File: src/rtl/dis7seg_reader.sv
`timescale 1ns/1ps
`default_nettype none
// ============================================================================
//  Module   : dis7seg_reader
//  Function : Samples a multiplexed 4-digit common-cathode 7-segment display
//             (active-low digit enables, active-high segments), settle-filters
//             each digit strobe, decodes the segments to BCD, assembles full
//             frames and publishes the displayed number as a 32-bit value.
//  Revision : 1.0  initial release
// ============================================================================
module dis7seg_reader #(
  parameter int SETTLE  = 16,       // stable synchronized cycles before capture (2..255)
  parameter int TIMEOUT = 1048576   // cycles without a good capture before valid drops
) (
  input  logic               clk,
  input  logic               rst,
  input  logic               en1,
  input  logic               en2,
  input  logic               en3,
  input  logic               en4,
  input  logic               seg_a,
  input  logic               seg_b,
  input  logic               seg_c,
  input  logic               seg_d,
  input  logic               seg_e,
  input  logic               seg_f,
  input  logic               seg_g,
  output logic signed [31:0] value,
  output logic               valid,
  output logic               update,
  output logic               error
);

  localparam int              c_TO_W       = $clog2(TIMEOUT);
  localparam logic [c_TO_W-1:0] c_TO_MAX   = c_TO_W'(TIMEOUT - 1);
  localparam logic [c_TO_W-1:0] c_TO_ONE   = c_TO_W'(1);
  localparam logic [7:0]      c_SETTLE_MAX = 8'(SETTLE - 1);

  typedef enum logic [1:0] {
    S_IDLE   = 2'd0,
    S_SETTLE = 2'd1,
    S_HELD   = 2'd2
  } state_t;

  // {pattern g..a, enables en4..en1}
  logic [10:0] w_in;
  logic [10:0] r_sync1;
  logic [10:0] r_sync2;
  logic [3:0]  w_en_n;
  logic [6:0]  w_pat;
  logic [3:0]  w_low;
  logic        w_single;

  state_t      r_state;
  state_t      w_state_nxt;
  logic [3:0]  r_en;        // latched enable set (active low, one bit clear)
  logic [6:0]  r_pat;       // latched segment pattern
  logic [7:0]  r_cnt;       // settle counter
  logic        w_load;
  logic        w_inc;
  logic        w_capture;

  logic [3:0]  w_dig;
  logic        w_dig_ok;
  logic        w_good_cap;

  logic [3:0]  r_d1, r_d2, r_d3, r_d4;
  logic [3:0]  r_mask;
  logic [3:0]  w_mask_nxt;
  logic        w_commit;
  logic [13:0] w_sum;
  logic [c_TO_W-1:0] r_to_cnt;
  logic        w_expire;

  assign w_in     = {seg_g, seg_f, seg_e, seg_d, seg_c, seg_b, seg_a, en4, en3, en2, en1};
  assign w_en_n   = r_sync2[3:0];
  assign w_pat    = r_sync2[10:4];
  assign w_low    = ~w_en_n;
  assign w_single = (w_low != 4'd0) && ((w_low & (w_low - 4'd1)) == 4'd0);

  // Two-flop synchronizer on every display pin
  always_ff @(posedge clk or posedge rst) begin
    if (rst) begin
      r_sync1 <= '0;
      r_sync2 <= '0;
    end else begin
      r_sync1 <= w_in;
      r_sync2 <= r_sync1;
    end
  end

  // Strobe FSM: next state and control strobes
  always_comb begin
    w_state_nxt = r_state;
    w_load      = 1'b0;
    w_inc       = 1'b0;
    w_capture   = 1'b0;
    case (r_state)
      S_IDLE: begin
        if (w_single) begin
          w_state_nxt = S_SETTLE;
          w_load      = 1'b1;
        end
      end
      S_SETTLE: begin
        if (r_cnt == c_SETTLE_MAX) begin
          w_capture   = 1'b1;
          w_state_nxt = S_HELD;
        end else if (w_en_n == r_en && w_pat == r_pat) begin
          w_inc = 1'b1;
        end else if (w_single) begin
          w_load = 1'b1;
        end else begin
          w_state_nxt = S_IDLE;
        end
      end
      S_HELD: begin
        // Wait for the enable set to move on so each strobe captures once
        if (w_en_n != r_en) begin
          if (w_single) begin
            w_state_nxt = S_SETTLE;
            w_load      = 1'b1;
          end else begin
            w_state_nxt = S_IDLE;
          end
        end
      end
      default: w_state_nxt = S_IDLE;
    endcase
  end

  // Strobe FSM state, latched strobe and settle counter
  always_ff @(posedge clk or posedge rst) begin
    if (rst) begin
      r_state <= S_IDLE;
      r_en    <= 4'hF;
      r_pat   <= '0;
      r_cnt   <= '0;
    end else begin
      r_state <= w_state_nxt;
      if (w_load) begin
        r_en  <= w_en_n;
        r_pat <= w_pat;
        r_cnt <= '0;
      end else if (w_inc) begin
        r_cnt <= r_cnt + 8'd1;
      end
    end
  end

  // Segment pattern to BCD digit
  always_comb begin
    w_dig    = 4'd0;
    w_dig_ok = 1'b1;
    case (r_pat)
      7'h3F: w_dig = 4'd0;
      7'h06: w_dig = 4'd1;
      7'h5B: w_dig = 4'd2;
      7'h4F: w_dig = 4'd3;
      7'h66: w_dig = 4'd4;
      7'h6D: w_dig = 4'd5;
      7'h7D: w_dig = 4'd6;
      7'h07: w_dig = 4'd7;
      7'h7F: w_dig = 4'd8;
      7'h6F: w_dig = 4'd9;
      default: w_dig_ok = 1'b0;
    endcase
  end

  assign w_good_cap = w_capture && w_dig_ok;
  assign w_commit   = (r_mask == 4'hF);
  assign w_expire   = (r_to_cnt == c_TO_MAX) && !w_good_cap;
  assign w_sum      = 14'(r_d4) * 14'd1000 + 14'(r_d3) * 14'd100
                    + 14'(r_d2) * 14'd10   + 14'(r_d1);

  // Frame mask: commit empties it, captures set/clear the strobed digit, expiry empties it
  always_comb begin
    w_mask_nxt = w_commit ? 4'd0 : r_mask;
    if (w_capture) begin
      w_mask_nxt = w_dig_ok ? (w_mask_nxt | ~r_en) : (w_mask_nxt & r_en);
    end
    if (w_expire) begin
      w_mask_nxt = 4'd0;
    end
  end

  // Digit registers, frame commit, timeout and output pulses
  always_ff @(posedge clk or posedge rst) begin
    if (rst) begin
      r_d1     <= '0;
      r_d2     <= '0;
      r_d3     <= '0;
      r_d4     <= '0;
      r_mask   <= '0;
      r_to_cnt <= '0;
      value    <= '0;
      valid    <= 1'b0;
      update   <= 1'b0;
      error    <= 1'b0;
    end else begin
      r_mask <= w_mask_nxt;
      update <= w_commit;
      error  <= w_capture && !w_dig_ok;
      if (w_good_cap) begin
        if (!r_en[0]) r_d1 <= w_dig;
        if (!r_en[1]) r_d2 <= w_dig;
        if (!r_en[2]) r_d3 <= w_dig;
        if (!r_en[3]) r_d4 <= w_dig;
      end
      // Counter saturates so an idle display stays expired until the next capture
      if (w_good_cap) begin
        r_to_cnt <= '0;
      end else if (r_to_cnt != c_TO_MAX) begin
        r_to_cnt <= r_to_cnt + c_TO_ONE;
      end
      if (w_expire) begin
        valid <= 1'b0;
      end
      if (w_commit) begin
        value <= {18'd0, w_sum};
        valid <= 1'b1;
      end
    end
  end

endmodule
`default_nettype wire

File: config.mk
export PLATFORM = sky130hd
export DESIGN_NAME = dis7seg_reader
export DESIGN_NICKNAME = d
export VERILOG_FILES = /design/src/rtl/dis7seg_reader.sv
export SDC_FILE = /design/constraint.sdc
export NUM_CORES = 1
export LEC_CHECK = 0
export ABC_AREA = 1
export ABC_CLOCK_PERIOD_IN_PS = 5200
export BUFFER_PORTS_ARGS = -buffer_cell sky130_fd_sc_hd__buf_2
export CORE_MARGIN = 2
export CORE_UTILIZATION = 55
export DETAILED_ROUTE_END_ITERATION = 7
export GPL_ROUTABILITY_DRIVEN = 1
export MAX_ROUTING_LAYER = met4
export PLACE_DENSITY = 0.78
export SKIP_LAST_GASP = 1
export SLEW_MARGIN = 20
export SYNTH_ARGS = -nofsm -noshare
export SYNTH_HDL_FRONTEND = slang
export SYNTH_SLANG_ARGS = --single-unit
File: constraint.sdc
create_clock -name clk -period 5.2 [get_ports clk]
set_input_delay 0 -clock clk [delete_from_list [all_inputs] [get_ports clk]]
set_output_delay 0 -clock clk [all_outputs]
set_load 0.01 [all_outputs]
-- Word-level counts from Yosys, hierarchy flattened
Cells that the tools add are included.
- register bits: 100
- input port bits: 13
- add/subtract/negate cells: 6
- multipliers: 3
- equal/unequal tests: 23
- mux-type cells: 29
- bitwise operators: 9
- reductions and logical operators: 19
- operators with widths (operator ; number):
    $eq A7 B7 Y1 const B ; 7
    $mux W20 ; 2
    $pmux W4 S9 ; 1
    $add A20 B1 Y20 const B ; 1
    $eq A20 B20 Y1 const B ; 1
    $ne A20 B20 Y1 const B ; 1
    $mux W4 ; 4
    $mux W8 ; 2
    $add A14 B11 Y14 ; 1
    $add A14 B4 Y14 ; 1
    $add A14 B8 Y14 ; 1
    $eq A7 B3 Y1 const B ; 2
    $mux W1 ; 13
    $mul A4 B7 Y11 const B ; 1
    $mux W2 ; 5
    $reduce_or A10 Y1 ; 1
    $mul A4 B5 Y9 const B ; 1
    $add A8 B1 Y8 const B ; 1
    $and A4 B4 Y4 ; 2
    $eq A8 B4 Y1 const B ; 1
    $not A4 Y4 ; 2
    $reduce_and A2 Y1 ; 4
    $eq A7 B6 Y1 const B ; 1
    $eq A7 B7 Y1 ; 1
    other kinds (20) ; 32

-- Logic depth before layout (Yosys ltp)
Gate-level depths: netlist (run 1).
- depth in word-level cells: 10
- mapped depth: 21
- mapped depth without buffers: 21

-- Worst setup path before layout (run 1)
No wires, ideal clock.
- path kind: register to register
- from: register r_d4[2]
- to: register value[11]
- setup time: 0.118 ns
- data arrival time: 3.956 ns
- path slack: 1.126 ns
- stages on the path, launching flop included: 19
- period minus slack after synthesis: 4.074 ns
- cells stage by stage: dfrtp_1 > fa_1 > inv_1 > fa_1 > inv_1 > ha_1 > a21oi_1 > nand2_1 > xor2_1 > ha_1 > ha_1 > ha_1 > nand2_1 > nor2_1 > nand2_1 > o211ai_1 > or2_2 > nand3_1 > nand2_1
- cells in the longest elaborated chain, start to end: 4
- ends and longest elaborated chain (item ; line ; text):
    from (decl) ; 67 ; logic [3:0] r_d1, r_d2, r_d3, r_d4;
    from (signal assigned) ; 208 ; if (!r_en[3]) r_d4 <= w_dig;
    $mul A4 B7 Y11 ; 173 ; assign w_sum = 14'(r_d4) * 14'd1000 + 14'(r_d3) * 14'd100
    $add A14 B11 Y14 ; 173 ;
    $add A14 B8 Y14 ; 174 ; + 14'(r_d2) * 14'd10 + 14'(r_d1);
    $add A14 B4 Y14 ; 174 ;
    to (signal assigned) ; 220 ; value <= {18'd0, w_sum};
    to (decl) ; 28 ; output logic signed [31:0] value,
No other way between the ends.
A chain may end at the register's enable or synchronous reset.

-- Worst setup path after layout (run 1)
- from: register r_d4[2]
- to: register value[13]
The elaborated chain is that of the path after synthesis.

==> results of run 1 <==
==> Yosys cell counts <==
master	instances	area (µm²)
sky130_fd_sc_hd__nand2_1	210	788.3
sky130_fd_sc_hd__a22o_1	1	8.760
sky130_fd_sc_hd__o21ai_1	2	10.01
sky130_fd_sc_hd__inv_2	5	18.77
sky130_fd_sc_hd__o21ai_2	5	43.79
sky130_fd_sc_hd__nor2_2	9	56.30
sky130_fd_sc_hd__nand2_2	11	68.82
sky130_fd_sc_hd__buf_6	1	11.26
sky130_fd_sc_hd__nor2_8	1	20.02
sky130_fd_sc_hd__buf_12	1	20.02
sky130_fd_sc_hd__nor3b_1	1	7.510
sky130_fd_sc_hd__or2_2	2	12.51
sky130_fd_sc_hd__o21ai_0	38	190.2
sky130_fd_sc_hd__nor3_1	11	55.05
sky130_fd_sc_hd__inv_6	1	8.760
sky130_fd_sc_hd__buf_2	2	10.01
sky130_fd_sc_hd__dfstp_2	4	105.1
sky130_fd_sc_hd__a31oi_1	4	25.02
sky130_fd_sc_hd__o21a_1	1	7.510
sky130_fd_sc_hd__conb_1	1	3.750
sky130_fd_sc_hd__clkbuf_1	3	11.26
sky130_fd_sc_hd__nand3b_1	3	22.52
sky130_fd_sc_hd__nor2_4	7	78.83
sky130_fd_sc_hd__nand4_1	12	75.07
sky130_fd_sc_hd__a21oi_1	11	55.05
sky130_fd_sc_hd__xor2_1	13	113.9
sky130_fd_sc_hd__a21boi_0	1	7.510
sky130_fd_sc_hd__nand3_1	51	255.2
sky130_fd_sc_hd__fa_1	17	340.3
sky130_fd_sc_hd__a21oi_2	2	17.52
sky130_fd_sc_hd__buf_4	18	135.1
sky130_fd_sc_hd__dfrtp_1	96	2402
sky130_fd_sc_hd__o21bai_1	1	7.510
sky130_fd_sc_hd__nor3_4	1	16.27
sky130_fd_sc_hd__inv_1	98	367.9
sky130_fd_sc_hd__nand2_4	1	11.26
sky130_fd_sc_hd__nand2_8	1	20.02
sky130_fd_sc_hd__ha_1	52	650.6
sky130_fd_sc_hd__nor2_1	55	206.5
sky130_fd_sc_hd__o211ai_1	1	7.510
sky130_fd_sc_hd__xnor2_1	17	148.9
sky130_fd_sc_hd__nand3_4	1	17.52
sky130_fd_sc_hd__a21o_1	2	15.01
==> per-stage QoR <==
step	cells	power [mW]	worst slack, ns	hold WS, ns	utilization (%)
3_3_place_gp	941	1.041	0.9638	-0.01576	58.44
5_1_grt	969	1.811	0.4872	0.1955	62.16
3_5_place_dp	941	1.045	0.8442	-0.01505	58.44
4_1_cts	969	1.750	0.8272	0.1444	62.16
2_1_floorplan	792	1.015	1.126	0.03143	-
6_report	969	1.730	0.8302	0.1488	62.16
==> layout make-up <==
type | instances | area share [%]
Multi-Input combinational cell | 563 | 48.30
Timing Repair Buffer | 43 | 3.949
Clock inverter | 6 | 1.075
Sequential cell | 100 | 35.33
Inverter | 104 | 5.606
Tap cell | 143 | 2.521
Clock buffer | 10 | 3.226
==> worst paths after layout <==
| check | to | from | cells past startpoint | slack [ns] |
|---|---|---|---|---|
| min in group clk | r_sync1[5] | seg_b | 2 | 0.28 |
| worst min-delay path | r_sync1[2] | rst | 3 | 0.15 |
| worst max register to register | value[13] | r_d4[2] | 19 | 0.83 |
| worst min register to register | r_sync2[7] | r_sync1[7] | 0 | 0.35 |
| max in group asynchronous | value[13] | rst | 4 | 3.85 |
| worst max-delay path | value[13] | r_d4[2] | 19 | 0.83 |
==> sequential cells by signal (all words and copies together) (netlist names) <==
name / cells
r_d2: 4
r_sync2: 11
r_state: 2
value: 14
r_pat: 7
error: 1
r_d4: 4
r_cnt: 8
r_d1: 4
r_to_cnt: 20
valid: 1
r_sync1: 11
r_en: 4
r_d3: 4
update: 1
r_mask: 4
==> metal layers <==
| layer | global-route usage (%) | vias to the layer above | part of all wire [%] |
|---|---|---|---|
| li1 | - | 2525 | - |
| met1 | 26.32 | 2251 | 46 |
| met2 | 35.06 | 64 | 49 |
| met3 | 3.024 | 22 | 2.6 |
| met4 | 8.943 | 0 | 2.1 |
| met5 | - | - | 0 |
==> cells by family (layout without fill, tap and decap cells) <==
kind of cell             after synthesis  in the layout
other                                  1             18
XOR/XNOR                              30             30
flip-flops                           100            100
AND/OR/NAND/NOR                      377            377
adder cells (fa/ha/maj)               69             69
buffers and inverters                129            163
AO/OA/AOI/OAI                         69             69
==> worst min-delay path, cell delays in order <==
cell and delay [ns]:
sky130_fd_sc_hd__dlygate4sd3_1 0.53, sky130_fd_sc_hd__buf_2 0.13, sky130_fd_sc_hd__inv_4 0.23
==> report_power, final <==
| part | internal [mW] | switching [mW] | total [mW] |
|---|---|---|---|
| Combinational | 0.0582 | 0.122 | 0.181 |
| Sequential | 0.821 | 0.0328 | 0.854 |
| Clock | 0.384 | 0.312 | 0.695 |
==> cells in the final DEF, fill, tap and decap left out, types with 3 or more instances in the layout <==
cell                            synthesis  layout
sky130_fd_sc_hd__nand2_1              210     210
sky130_fd_sc_hd__inv_1                 98      97
sky130_fd_sc_hd__dfrtp_1               96      96
sky130_fd_sc_hd__nor2_1                55      55
sky130_fd_sc_hd__ha_1                  52      52
sky130_fd_sc_hd__nand3_1               51      51
sky130_fd_sc_hd__o21ai_0               38      38
sky130_fd_sc_hd__buf_2                  2      29
sky130_fd_sc_hd__conb_1                 1      18
sky130_fd_sc_hd__xnor2_1               17      17
sky130_fd_sc_hd__fa_1                  17      17
sky130_fd_sc_hd__xor2_1                13      13
sky130_fd_sc_hd__nand4_1               12      12
sky130_fd_sc_hd__dlygate4sd3_1          0      12
sky130_fd_sc_hd__nand2_2               11      11
sky130_fd_sc_hd__nor3_1                11      11
sky130_fd_sc_hd__a21oi_1               11      11
sky130_fd_sc_hd__nor2_2                 9       9
sky130_fd_sc_hd__clkbuf_16              0       9
sky130_fd_sc_hd__nor2_4                 7       7
sky130_fd_sc_hd__inv_2                  5       5
sky130_fd_sc_hd__inv_6                  1       5
sky130_fd_sc_hd__o21ai_2                5       5
sky130_fd_sc_hd__a31oi_1                4       4
sky130_fd_sc_hd__dfstp_2                4       4
sky130_fd_sc_hd__nand3b_1               3       3
==> repair_timing <==
action                                  in CTS  in global routing
hold buffers                                12                  0
endpoints found under the setup margin       0                  0
hold endpoints to repair                    37                  0
==> run summary, run 1 <==
The post-CTS setup buffer count was 0. The first global-routing pass estimated 21.31 mm of wire. In this run the worst hold path is classified as input port to asynchronous set/reset pin. Across the run, the number of max-cap violations was 0.

Input and output buffers added on the ports amount to 29. In this run the deepest clock path goes through 2 buffers. Counting every instance in the synthesized netlist gives 775.

Dividing the detail-routed via count by the number of cells gives 5.018. The critical path required time was 5.45 ns. The weighted congestion reported at the end of routability-driven placement was 0.9321; the area added between synthesis and finish was 9.963%. The die covers 12620 µm².

The floorplan die height works out to 112.3 µm. The worst setup path is of the flip-flop to flip-flop kind. Fill cells in the final layout number 1007.

The worst setup path is launched from a flip-flop. Once layout is done, the placed cells without fillers occupy 7098 µm². The count of nets left with antenna violations once routing finished came out at 0.

The number of warnings printed during yosys synthesis is 0. The multi-input combinational cells in the finished layout cover a total of 3428 µm². The mean area per synthesized cell came out at 8.329 µm². After legalization and detailed placement, the total HPWL measured 8.688 mm. The via count of the first global-routing pass is 4842, and the insertion delay of the later-clocked pin in the worst-skew pair is 0.36 ns. Of the available clock period, the critical path in the final layout requires 84.03%. The combinational family with the most area after synthesis is simple AND/OR/NAND/NOR gates. The shortest period the worst path allows came out at 4.370 ns.

Of the cells placed in the final design, the portion with a size suffix greater than 1 is 11.86%. The fraction of the yosys area taken by sequential cells was 38.84%. For the worst setup path, the data arrival time is 4.62 ns.

The clock drives 100 sinks. The cell area that synthesis handed to floorplanning was 6455 µm². The largest fanout on the critical path came out at 7.

The run finished with clean final reports. The violation count after the first detailed-routing iteration is 312, and the clock-pin slew reported for the worst setup and hold paths after clock tree synthesis is 0.07 ns. The highest achievable clock rate came out at 228.8 MHz. The signal on the critical path passes through fa_1, inv_1, fa_1, inv_1, ha_1, a21oi_1, nand2_1, xor2_1, ha_1, ha_1, ha_1, nand2_1, nor2_1, nand2_1, nor2_1, nand3b_1, nand3_1, nand3_1, nand2_1. The leakage power was 3.892 nW.

The number of nets in the finished design is 903, and the count of unique library cells instantiated by Yosys is 43. The number of hold violations in the final report is 0. The tools report the via count of the routed design as 4862.

0 antenna diodes ended up in the layout. I/O pin count: 48. Cell at the slowest stage of the critical path: sky130_fd_sc_hd__fa_1. The final layout contains routed wiring with a total length of 11.66 mm. Row generation in the floorplan step produced 39 rows. Setup repair after global routing left no endpoint under its margin. Synthesis inferred 100 register bits.

The count of unresolved DRC violations after routing was 0. Of the total synthesized cell area, the portion taken by full adders, half adders and majority gates is 15.35%. The delay of the slowest critical-path stage is 0.62 ns. For the final number of setup-violating endpoints, the log shows 0. In this run the tightest slew margin relative to its limit is 39.74%.

The number of search-and-repair iterations in the first detailed-routing pass came out at 4. The cell chosen for the clock root was sky130_fd_sc_hd__clkbuf_16. Entering global routing, the biggest net connects 75 pins. The H-tree was split into 3 levels.

Cell family contributing the most delay on the critical path: adder cells. The routed length per instance is 12.03 µm. Counting both buffers and inverters, the worst setup path holds a total of 2.

Adding up every negative setup slack in the final design gives 0 ns. The sequential cells in the finished layout cover a total of 2507 µm². TritonCTS built the clock tree.

The core region is 11420 µm². Clock skew on the completed layout was measured at 0.006578 ns. The multiplexer area fraction after synthesis was 0%. The slew at the pin with the worst max-slew slack is 0.9039 ns. Buffers inserted during clock tree synthesis total 9. The power density over the cells is 243.7 nW/µm², and the total grt overflow is 0.

The worst setup path is captured at a flip-flop. Xor/xnor cell area share of the yosys netlist: 4.071%. For this configuration, the core starts out at a cell density of 56.53%. After Yosys synthesis, and, or, nand and nor cells account for 26.52% of the synthesized area.

The horizontal die dimension works out to 112.3 µm. The number of slew-limit violations in the final report came out at 0. The aggregate global-route resource usage is 21.22%. The compound-cell area share of the yosys netlist is 6.125%, and the peak ir drop on the vdd network is 0.2639 mV.

For the total of cells resized after clock tree synthesis, the log shows 0. After detailed placement, the total cell area comes to 6673 µm². For the initial antenna violation count, the log shows 0.
(Power assumes the default switching activity.)
==> inputs of run 2 (changes only) <==
--- a/config.mk
+++ b/config.mk
@@ -6,14 +6,14 @@
 export NUM_CORES = 1
 export LEC_CHECK = 0
 export ABC_AREA = 1
-export ABC_CLOCK_PERIOD_IN_PS = 5200
+export ABC_CLOCK_PERIOD_IN_PS = 3550
 export BUFFER_PORTS_ARGS = -buffer_cell sky130_fd_sc_hd__buf_2
 export CORE_MARGIN = 2
 export CORE_UTILIZATION = 55
 export DETAILED_ROUTE_END_ITERATION = 7
 export GPL_ROUTABILITY_DRIVEN = 1
 export MAX_ROUTING_LAYER = met4
-export PLACE_DENSITY = 0.78
+export PLACE_DENSITY = 0.81
 export SKIP_LAST_GASP = 1
 export SLEW_MARGIN = 20
 export SYNTH_ARGS = -nofsm -noshare
==> constraint.sdc (replaced) <==
create_clock -name clk -period 3.55 [get_ports clk]
set_input_delay 0 -clock clk [delete_from_list [all_inputs] [get_ports clk]]
set_output_delay 0 -clock clk [all_outputs]
set_load 0.01 [all_outputs]
==> run 2 against run 1 <==
Against the previous run:
- the flow now finishes with violations (negative setup slack)
- sequential share of layout area shrank 2.3 points
- register-to-register slack worse by 1.1 ns
- critical path depth shrank 1
- flip-flop and latch count is the same
- global-route usage is 1.1 points higher
- die area is the same
- via count grew 4.6%
- hold slack improved by 0.12 ns
- non-clock buffer count grew 26
- design area increased by 7.1%
- clock-buffer cell count is 1 higher
- critical path type unchanged
- largest cell class unchanged
- highest routed layer unchanged
==> run summary, run 2 (synthesis results as in run 1) <==
Arrival time of the worst setup path: 4.09 ns (-0.53 ns). More flip-flops sit in one register than any other, and that register is r_to_cnt. The power density over the cells was 341.4 nW/µm² (+40%); the worst relative slew slack was 60.14% (+20 points). The logs give 929 (+2.9%) for the number of nets in the finished design and 0 (unchanged) for the initial antenna violation count.

The number of search-and-repair iterations in the first detailed-routing pass was 5 (+1); the initial cell density of the core was 56.53% (unchanged). The type of destination of the critical path was a flip-flop. The clock tree skew after final layout came out at 0.007008 ns (+0.0004303 ns). The floorplan die height came out at 112.3 µm (unchanged).

The total of buffers placed on input and output ports was 29 (unchanged). For the critical path required time, the log shows 3.79 ns (-1.66 ns). The setup path with the least slack is of type flip-flop to flip-flop. Leaving out fill and tap cells, the most frequent cell in the layout is sky130_fd_sc_hd__nand2_1. The number of slew-limit violations in the final report came out at 0 (unchanged). Routed length on met1: 5.545 mm (+2.6%).

The I/O pin count was 48 (unchanged). In the layout the commonest cells are sky130_fd_sc_hd__nand2_1, sky130_fd_sc_hd__dfrtp_1, sky130_fd_sc_hd__inv_1. For the die area, the log shows 12620 µm² (unchanged). The number of sinks driven by the clock tree came out at 100 (unchanged). The run gives 66.58% (+4.4 points) as the utilization after layout. The flow ran to the end, but the final reports show violations. STA classifies the critical path startpoint as a flip-flop. TritonCTS built the clock tree.

The slew at the pin with the worst max-slew slack came out at 0.5964 ns (-0.3075 ns). Relative to the synthesized area, the layout overhead comes to 17.77%. The detailed-placement wirelength estimate was 9.363 mm (+7.8%); the final number of setup-violating endpoints was 5 (+5). The logs give 0 (unchanged) for the number of hold violations in the final report and 0 (unchanged) for the count of unresolved DRC violations after routing.

The worst-case setup margin in the final layout was -0.2976 ns (-1.128 ns); the peak ir drop on the vdd network was 0.2851 mV (+8.0%). Clock tree synthesis selected as its root buffer the cell sky130_fd_sc_hd__clkbuf_16. For the number of rows created at floorplan, the log shows 39 (unchanged). The final reports fail on negative setup slack.

The largest fanout on the critical path came out at 4 (-3). The run gives 259.9 MHz (+14%) as the highest achievable clock rate. The via count of the first global-routing pass is 5087 (+5.1%). The average via count per standard cell came out at 5.114 (+1.9%). The pin count of the biggest net entering global routing was 50 (-33%). The run gives 0.35 ns (about the same) as the insertion delay of the later-clocked pin in the worst-skew pair. For the aggregate global-route resource usage, the log shows 22.29% (+1.1 points). Met3 wirelength from detailed routing: 404 µm (+34%).

The worst flop-to-flop path startpoint is r_d4[1]. The clock-pin slew reported for the worst setup and hold paths after clock tree synthesis works out to 0.07 ns (about the same). The routed length per instance was 12.98 µm (+7.9%). The highest metal layer carrying signal wires in the routed design is met4. The total grt overflow is 0 (unchanged), and the CTS H-tree depth is 3 (unchanged). Detailed route wirelength on metal2: 6.518 mm (+14%). The first-pass GRT wire length was 22.28 mm (+4.6%). The run gives 4.007 nW (+3.0%) as the leakage power. Setup repair after global routing could not meet its margin everywhere. The flip-flop count of the largest register after layout was 20 (unchanged); the total length of routed wires was 12.92 mm (+11%).

The reported max-cap violation count was 0 (unchanged). The share of final-layout standard cells stronger than drive strength 1 was 19.13% (+7.3 points). The critical path starts at r_d4[1]. The via count of the routed design was 5088 (+4.6%). The violation count after the first detailed-routing iteration came out at 275 (-12%).

The horizontal die dimension works out to 112.3 µm (unchanged). The number of nets still failing antenna checks after routing is 0 (unchanged), and the weighted congestion reported at the end of routability-driven placement is 0.9129 (-2.1%). The standard cell core area is 11420 µm² (unchanged). For the number of buffers inserted during clock tree synthesis, the log shows 9 (unchanged). In this run the worst hold path is classified as input port to asynchronous set/reset pin.

For the maximum clock insertion buffer count, the log shows 2 (unchanged). The layout filler cell count came out at 920 (-8.6%). Share of the cycle needed by the critical path after routing: 108.4% (+24 points). In the final layout, the registers with the most flip-flops are r_to_cnt (20), value (14). The count of antenna diodes in the layout was 0 (unchanged); the worst hold margin was 0.2677 ns (+0.1189 ns).

The shortest period the worst path allows works out to 3.848 ns (-0.5222 ns).
[run 2: cell types whose count changed in the layout (fill, tap and decap cells not counted), sizes merged]
cell,before,now
clkinvlp,0,1
buf,31,57
bufinv,1,2
inv,109,105
clkinv,0,1
clkbuf,10,11
[run 2: layout make-up]
type,count,area [µm²],area share (%)
Sequential cell,100,2510,33.02
Inverter,104,397.9,5.234
Clock inverter,5,85.08,1.119
Tap cell,143,178.9,2.354
Multi-Input combinational cell,563,3700,48.67
Timing Repair Buffer,69,488.0,6.419
Clock buffer,11,242.7,3.193
[run 2: repair_timing]
item                                    4_1_cts  5_1_grt
setup buffers                                 4        2
endpoints found under the hold margin        56        0
endpoints found under the setup margin        6        7
pin swaps                                    19       14
hold buffers                                 12        0
gates resized for setup                      17       10
[run 2: final timing paths]
kind                       slack (ns)  cells after the start          to
setup / recovery                -0.30                     18   value[12]
hold / removal                   0.27                      3    r_cnt[2]
setup reg to reg                -0.30                     18   value[12]
hold reg to reg                  0.34                      0  r_sync2[5]
max in group asynchronous        2.50                      4   value[13]
min in group clk                 0.28                      2  r_sync1[1]
[run 2: per-stage QoR]
| stage | setup TNS (ns) | worst slack, ns | power (mW) | std cells | cell area (µm²) |
|---|---|---|---|---|---|
| after floorplan | -0.5934 | -0.1670 | 1.486 | 792 | 6646 |
| after detailed placement | -1.139 | -0.2812 | 1.533 | 962 | 6958 |
| after global routing | -2.038 | -0.4812 | 2.713 | 995 | 7602 |
| after global placement | -0.8324 | -0.2083 | 1.523 | 962 | 6958 |
| after CTS | -0.8552 | -0.2311 | 2.617 | 993 | 7546 |
| final | -1.136 | -0.2976 | 2.595 | 995 | 7602 |
[run 2: where the power goes]
group | leakage (nW) | switching [mW] | internal (mW)
Clock | 0.156 | 0.431 | 0.641
Sequential | 1.30 | 0.0518 | 1.20
Combinational | 2.55 | 0.183 | 0.0861
Total | 4.01 | 0.666 | 1.93
[run 2: layer usage]
layer,GRT usage (%),up-vias
met5,-,-
met4,11.38,0
li1,-,2554
met2,37.71,111
met1,25.79,2389
met3,3.510,34
[run 2: critical path, stage by stage, from the launching register on]
cell                      delay, ns
sky130_fd_sc_hd__dfrtp_2       0.42
sky130_fd_sc_hd__fa_1          0.58
sky130_fd_sc_hd__inv_2         0.06
sky130_fd_sc_hd__fa_1          0.51
sky130_fd_sc_hd__inv_2         0.05
sky130_fd_sc_hd__ha_4          0.26
sky130_fd_sc_hd__a21oi_4       0.13
sky130_fd_sc_hd__nand2_2       0.09
sky130_fd_sc_hd__xor2_2        0.15
sky130_fd_sc_hd__ha_1          0.31
sky130_fd_sc_hd__ha_4          0.23
sky130_fd_sc_hd__ha_4          0.29
sky130_fd_sc_hd__nand2_1       0.10
sky130_fd_sc_hd__nor2_2        0.16
sky130_fd_sc_hd__nand2_1       0.09
sky130_fd_sc_hd__nand3_1       0.10
sky130_fd_sc_hd__nand2_1       0.05
sky130_fd_sc_hd__nand3_1       0.08
sky130_fd_sc_hd__nand2_1       0.06
==> inputs of run 3 (changes only) <==
--- a/config.mk
+++ b/config.mk
@@ -14,6 +14,7 @@
 export GPL_ROUTABILITY_DRIVEN = 1
 export MAX_ROUTING_LAYER = met4
 export PLACE_DENSITY = 0.81
+export RECOVER_POWER = 25
 export SKIP_LAST_GASP = 1
 export SLEW_MARGIN = 20
 export SYNTH_ARGS = -nofsm -noshare
==> run 3 against run 2 <==
Against the previous run:
- the flow finishes with violations (max-capacitance violations, max-slew violations, negative setup slack)
- hold slack better by 0.017 ns
- register-to-register slack hardly changed
- first-iteration DRC count stayed put
- flip-flop and latch count stayed put
- critical path depth stayed put
- clock skew stayed put
- non-clock buffer count stayed put
- maximum frequency hardly changed
- die area stayed put
- sequential share of layout area hardly changed
- wire length hardly changed
- critical path type unchanged
- highest routed layer unchanged
==> run summary, run 3 (synthesis results as in run 1) <==
The flow ran to the end, but the final reports show violations. The final reports fail on max-capacitance violations, max-slew violations, negative setup slack. The die area came out at 12620 µm² (unchanged). The number of nets in the finished design was 929 (unchanged). Type of the worst min-delay path: input port to flip-flop.

For the worst hold margin, the log shows 0.2844 ns (+0.01662 ns). TritonCTS built the clock tree. Leakage power: 4.003 nW (-0.11%). The aggregate global-route resource usage is 22.29% (unchanged).

The startpoint of the worst hold path is en2. The detailed-placement wirelength estimate is 9.363 mm (unchanged). Insertion delay of the later-clocked pin in the worst-skew pair: 0.35 ns (about the same). The leading cell type in the layout, fill and taps excluded was sky130_fd_sc_hd__nand2_1. The horizontal die dimension was 112.3 µm (unchanged). The power consumption is 2.596 mW (about the same). The clock-pin slew reported for the worst setup and hold paths after clock tree synthesis was 0.07 ns (about the same). The worst-case setup margin in the final layout was -0.2973 ns (+0.0002970 ns); the area added between synthesis and finish was 17.76% (about the same). The category of the worst setup path launch point is a flip-flop. The tools report the utilization after layout as 66.57% (about the same). Floorplan die height: 112.3 µm (unchanged).

The final number of setup-violating endpoints was 5 (unchanged); the total length of routed wires was 12.91 mm (about the same). The average via count per standard cell is 5.111 (about the same). The tools report the count of unresolved DRC violations after routing as 0 (unchanged).

The tools report the arrival time of the worst setup path as 4.09 ns (about the same). The I/O pin count was 48 (unchanged). The worst setup path is of the flip-flop to flip-flop kind. The number of slew-limit violations in the final report is 50 (+50), and the shortest period the worst path allows is 3.847 ns (-0.0002970 ns). The share of final-layout standard cells stronger than drive strength 1 was 19.13% (unchanged); the count of non-filler cells in the finished layout was 995 (unchanged).

Reported max-cap violation count: 1 (+1). In the layout the commonest cells are sky130_fd_sc_hd__nand2_1, sky130_fd_sc_hd__dfrtp_1, sky130_fd_sc_hd__inv_1. The number of rows created at floorplan is 39 (unchanged), and the number of nets still failing antenna checks after routing is 0 (unchanged). The tools report the worst flop-to-flop path startpoint as r_d4[1]. The number of hold violations in the final report was 0 (unchanged). The largest fanout on the critical path came out at 4 (unchanged). The number of buffers inserted during clock tree synthesis was 9 (unchanged). The power density over the cells was 341.5 nW/µm² (about the same).

The worst relative slew slack was -37.83% (-98 points); the total of buffers placed on input and output ports was 29 (unchanged). The slew at the pin with the worst max-slew slack came out at 2.056 ns (+1.460 ns). The share of the cycle needed by the critical path after routing was 108.4% (about the same); the routed length per instance was 12.98 µm (about the same).

The register with the most flip-flops was r_to_cnt. The tools report the total grt overflow as 0 (unchanged). The root buffer cell chosen for the clock tree is sky130_fd_sc_hd__clkbuf_16. For the via count of the first global-routing pass, the log shows 5087 (unchanged). The CTS H-tree depth was 3 (unchanged); the total placed cells including tap cells was 962 (unchanged).

The weighted congestion reported at the end of routability-driven placement came out at 0.9129 (unchanged). The initial cell density of the core is 56.53% (unchanged). The worst setup path startpoint was r_d4[1].

The clock tree skew after final layout was 0.007008 ns (unchanged). The worst setup path is captured at a flip-flop. Number of sinks driven by the clock tree: 100 (unchanged).

The logs give 3.79 ns (about the same) for the critical path required time and 0 (unchanged) for the count of antenna diodes in the layout. The first-pass GRT wire length was 22.28 mm (unchanged). Setup repair after global routing could not meet its margin everywhere.

Violation count after the first detailed-routing iteration: 275 (unchanged). The logs give 0.2851 mV (about the same) for the peak ir drop on the vdd network and 50 (unchanged) for the pin count of the biggest net entering global routing. The standard cell core area was 11420 µm² (unchanged). The logs give 2 (unchanged) for the maximum clock insertion buffer count and 259.9 MHz (about the same) for the highest achievable clock rate.

The flip-flop count of the largest register after layout works out to 20 (unchanged). The largest registers in the layout are r_to_cnt (20), value (14). The final total negative setup slack was -1.135 ns (+0.001140 ns); the initial antenna violation count was 0 (unchanged).

The number of search-and-repair iterations in the first detailed-routing pass is 5 (unchanged), and the via count of the routed design is 5085 (-0.059%).
==> run 3: worst max-delay path, stage by stage, from the launching register on <==
cell                      delay (ns)
sky130_fd_sc_hd__dfrtp_2        0.42
sky130_fd_sc_hd__fa_1           0.58
sky130_fd_sc_hd__inv_2          0.06
sky130_fd_sc_hd__fa_1           0.51
sky130_fd_sc_hd__inv_2          0.05
sky130_fd_sc_hd__ha_4           0.26
sky130_fd_sc_hd__a21oi_4        0.13
sky130_fd_sc_hd__nand2_2        0.09
sky130_fd_sc_hd__xor2_2         0.15
sky130_fd_sc_hd__ha_1           0.31
sky130_fd_sc_hd__ha_4           0.23
sky130_fd_sc_hd__ha_4           0.29
sky130_fd_sc_hd__nand2_1        0.10
sky130_fd_sc_hd__nor2_2         0.16
sky130_fd_sc_hd__nand2_1        0.09
sky130_fd_sc_hd__nand3_1        0.10
sky130_fd_sc_hd__nand2_1        0.05
sky130_fd_sc_hd__nand3_1        0.08
sky130_fd_sc_hd__nand2_1        0.06
==> run 3: metal layers <==
layer  vias to the layer above  share of wire [%]  track usage (%)
met5                         -                  0                -
met4                         0                3.5            11.38
met3                        34                3.1            3.510
met2                       109                 50            37.71
met1                      2388                 43            25.79
li1                       2554                  -                -
==> run 3: cell type report <==
class                           instances  area (µm²)
Clock buffer                           11       242.7
Timing Repair Buffer                   69       488.0
Inverter                              104       396.6
Fill cell                             921        3817
Tap cell                              143       178.9
Clock inverter                          5       85.08
Sequential cell                       100        2510
Multi-Input combinational cell        563        3700
==> run 3: repair_timing <==
| action | CTS | global route |
|---|---|---|
| hold buffers | 12 | 0 |
| endpoints found under the hold margin | 56 | 0 |
| pin swaps | 19 | 14 |
| buffers inserted | 4 | 2 |
| endpoints found under the setup margin | 6 | 7 |
| resized for setup | 17 | 10 |
==> run 3: through the flow <==
step | area [µm²] | worst slack [ns]
after floorplan | 6646 | -0.1670
after global placement | 6958 | -0.2083
after detailed placement | 6958 | -0.2812
after CTS | 7546 | -0.2311
after global routing | 7601 | -0.4812
final | 7601 | -0.2973
==> run 3: where the power goes <==
part	internal, mW	total (mW)	switching, mW
Clock	0.641	1.07	0.431
Sequential	1.20	1.25	0.0518
Combinational	0.0860	0.269	0.183
==> run 3: path summary, 6_finish.rpt <==
check,to,slack [ns],cells after the start
setup / recovery,value[12],-0.30,18
hold / removal,r_sync1[1],0.28,2
setup reg to reg,value[12],-0.30,18
hold reg to reg,r_sync2[5],0.34,0
max in group asynchronous,value[13],1.68,4
min in group asynchronous,r_cnt[2],0.73,3
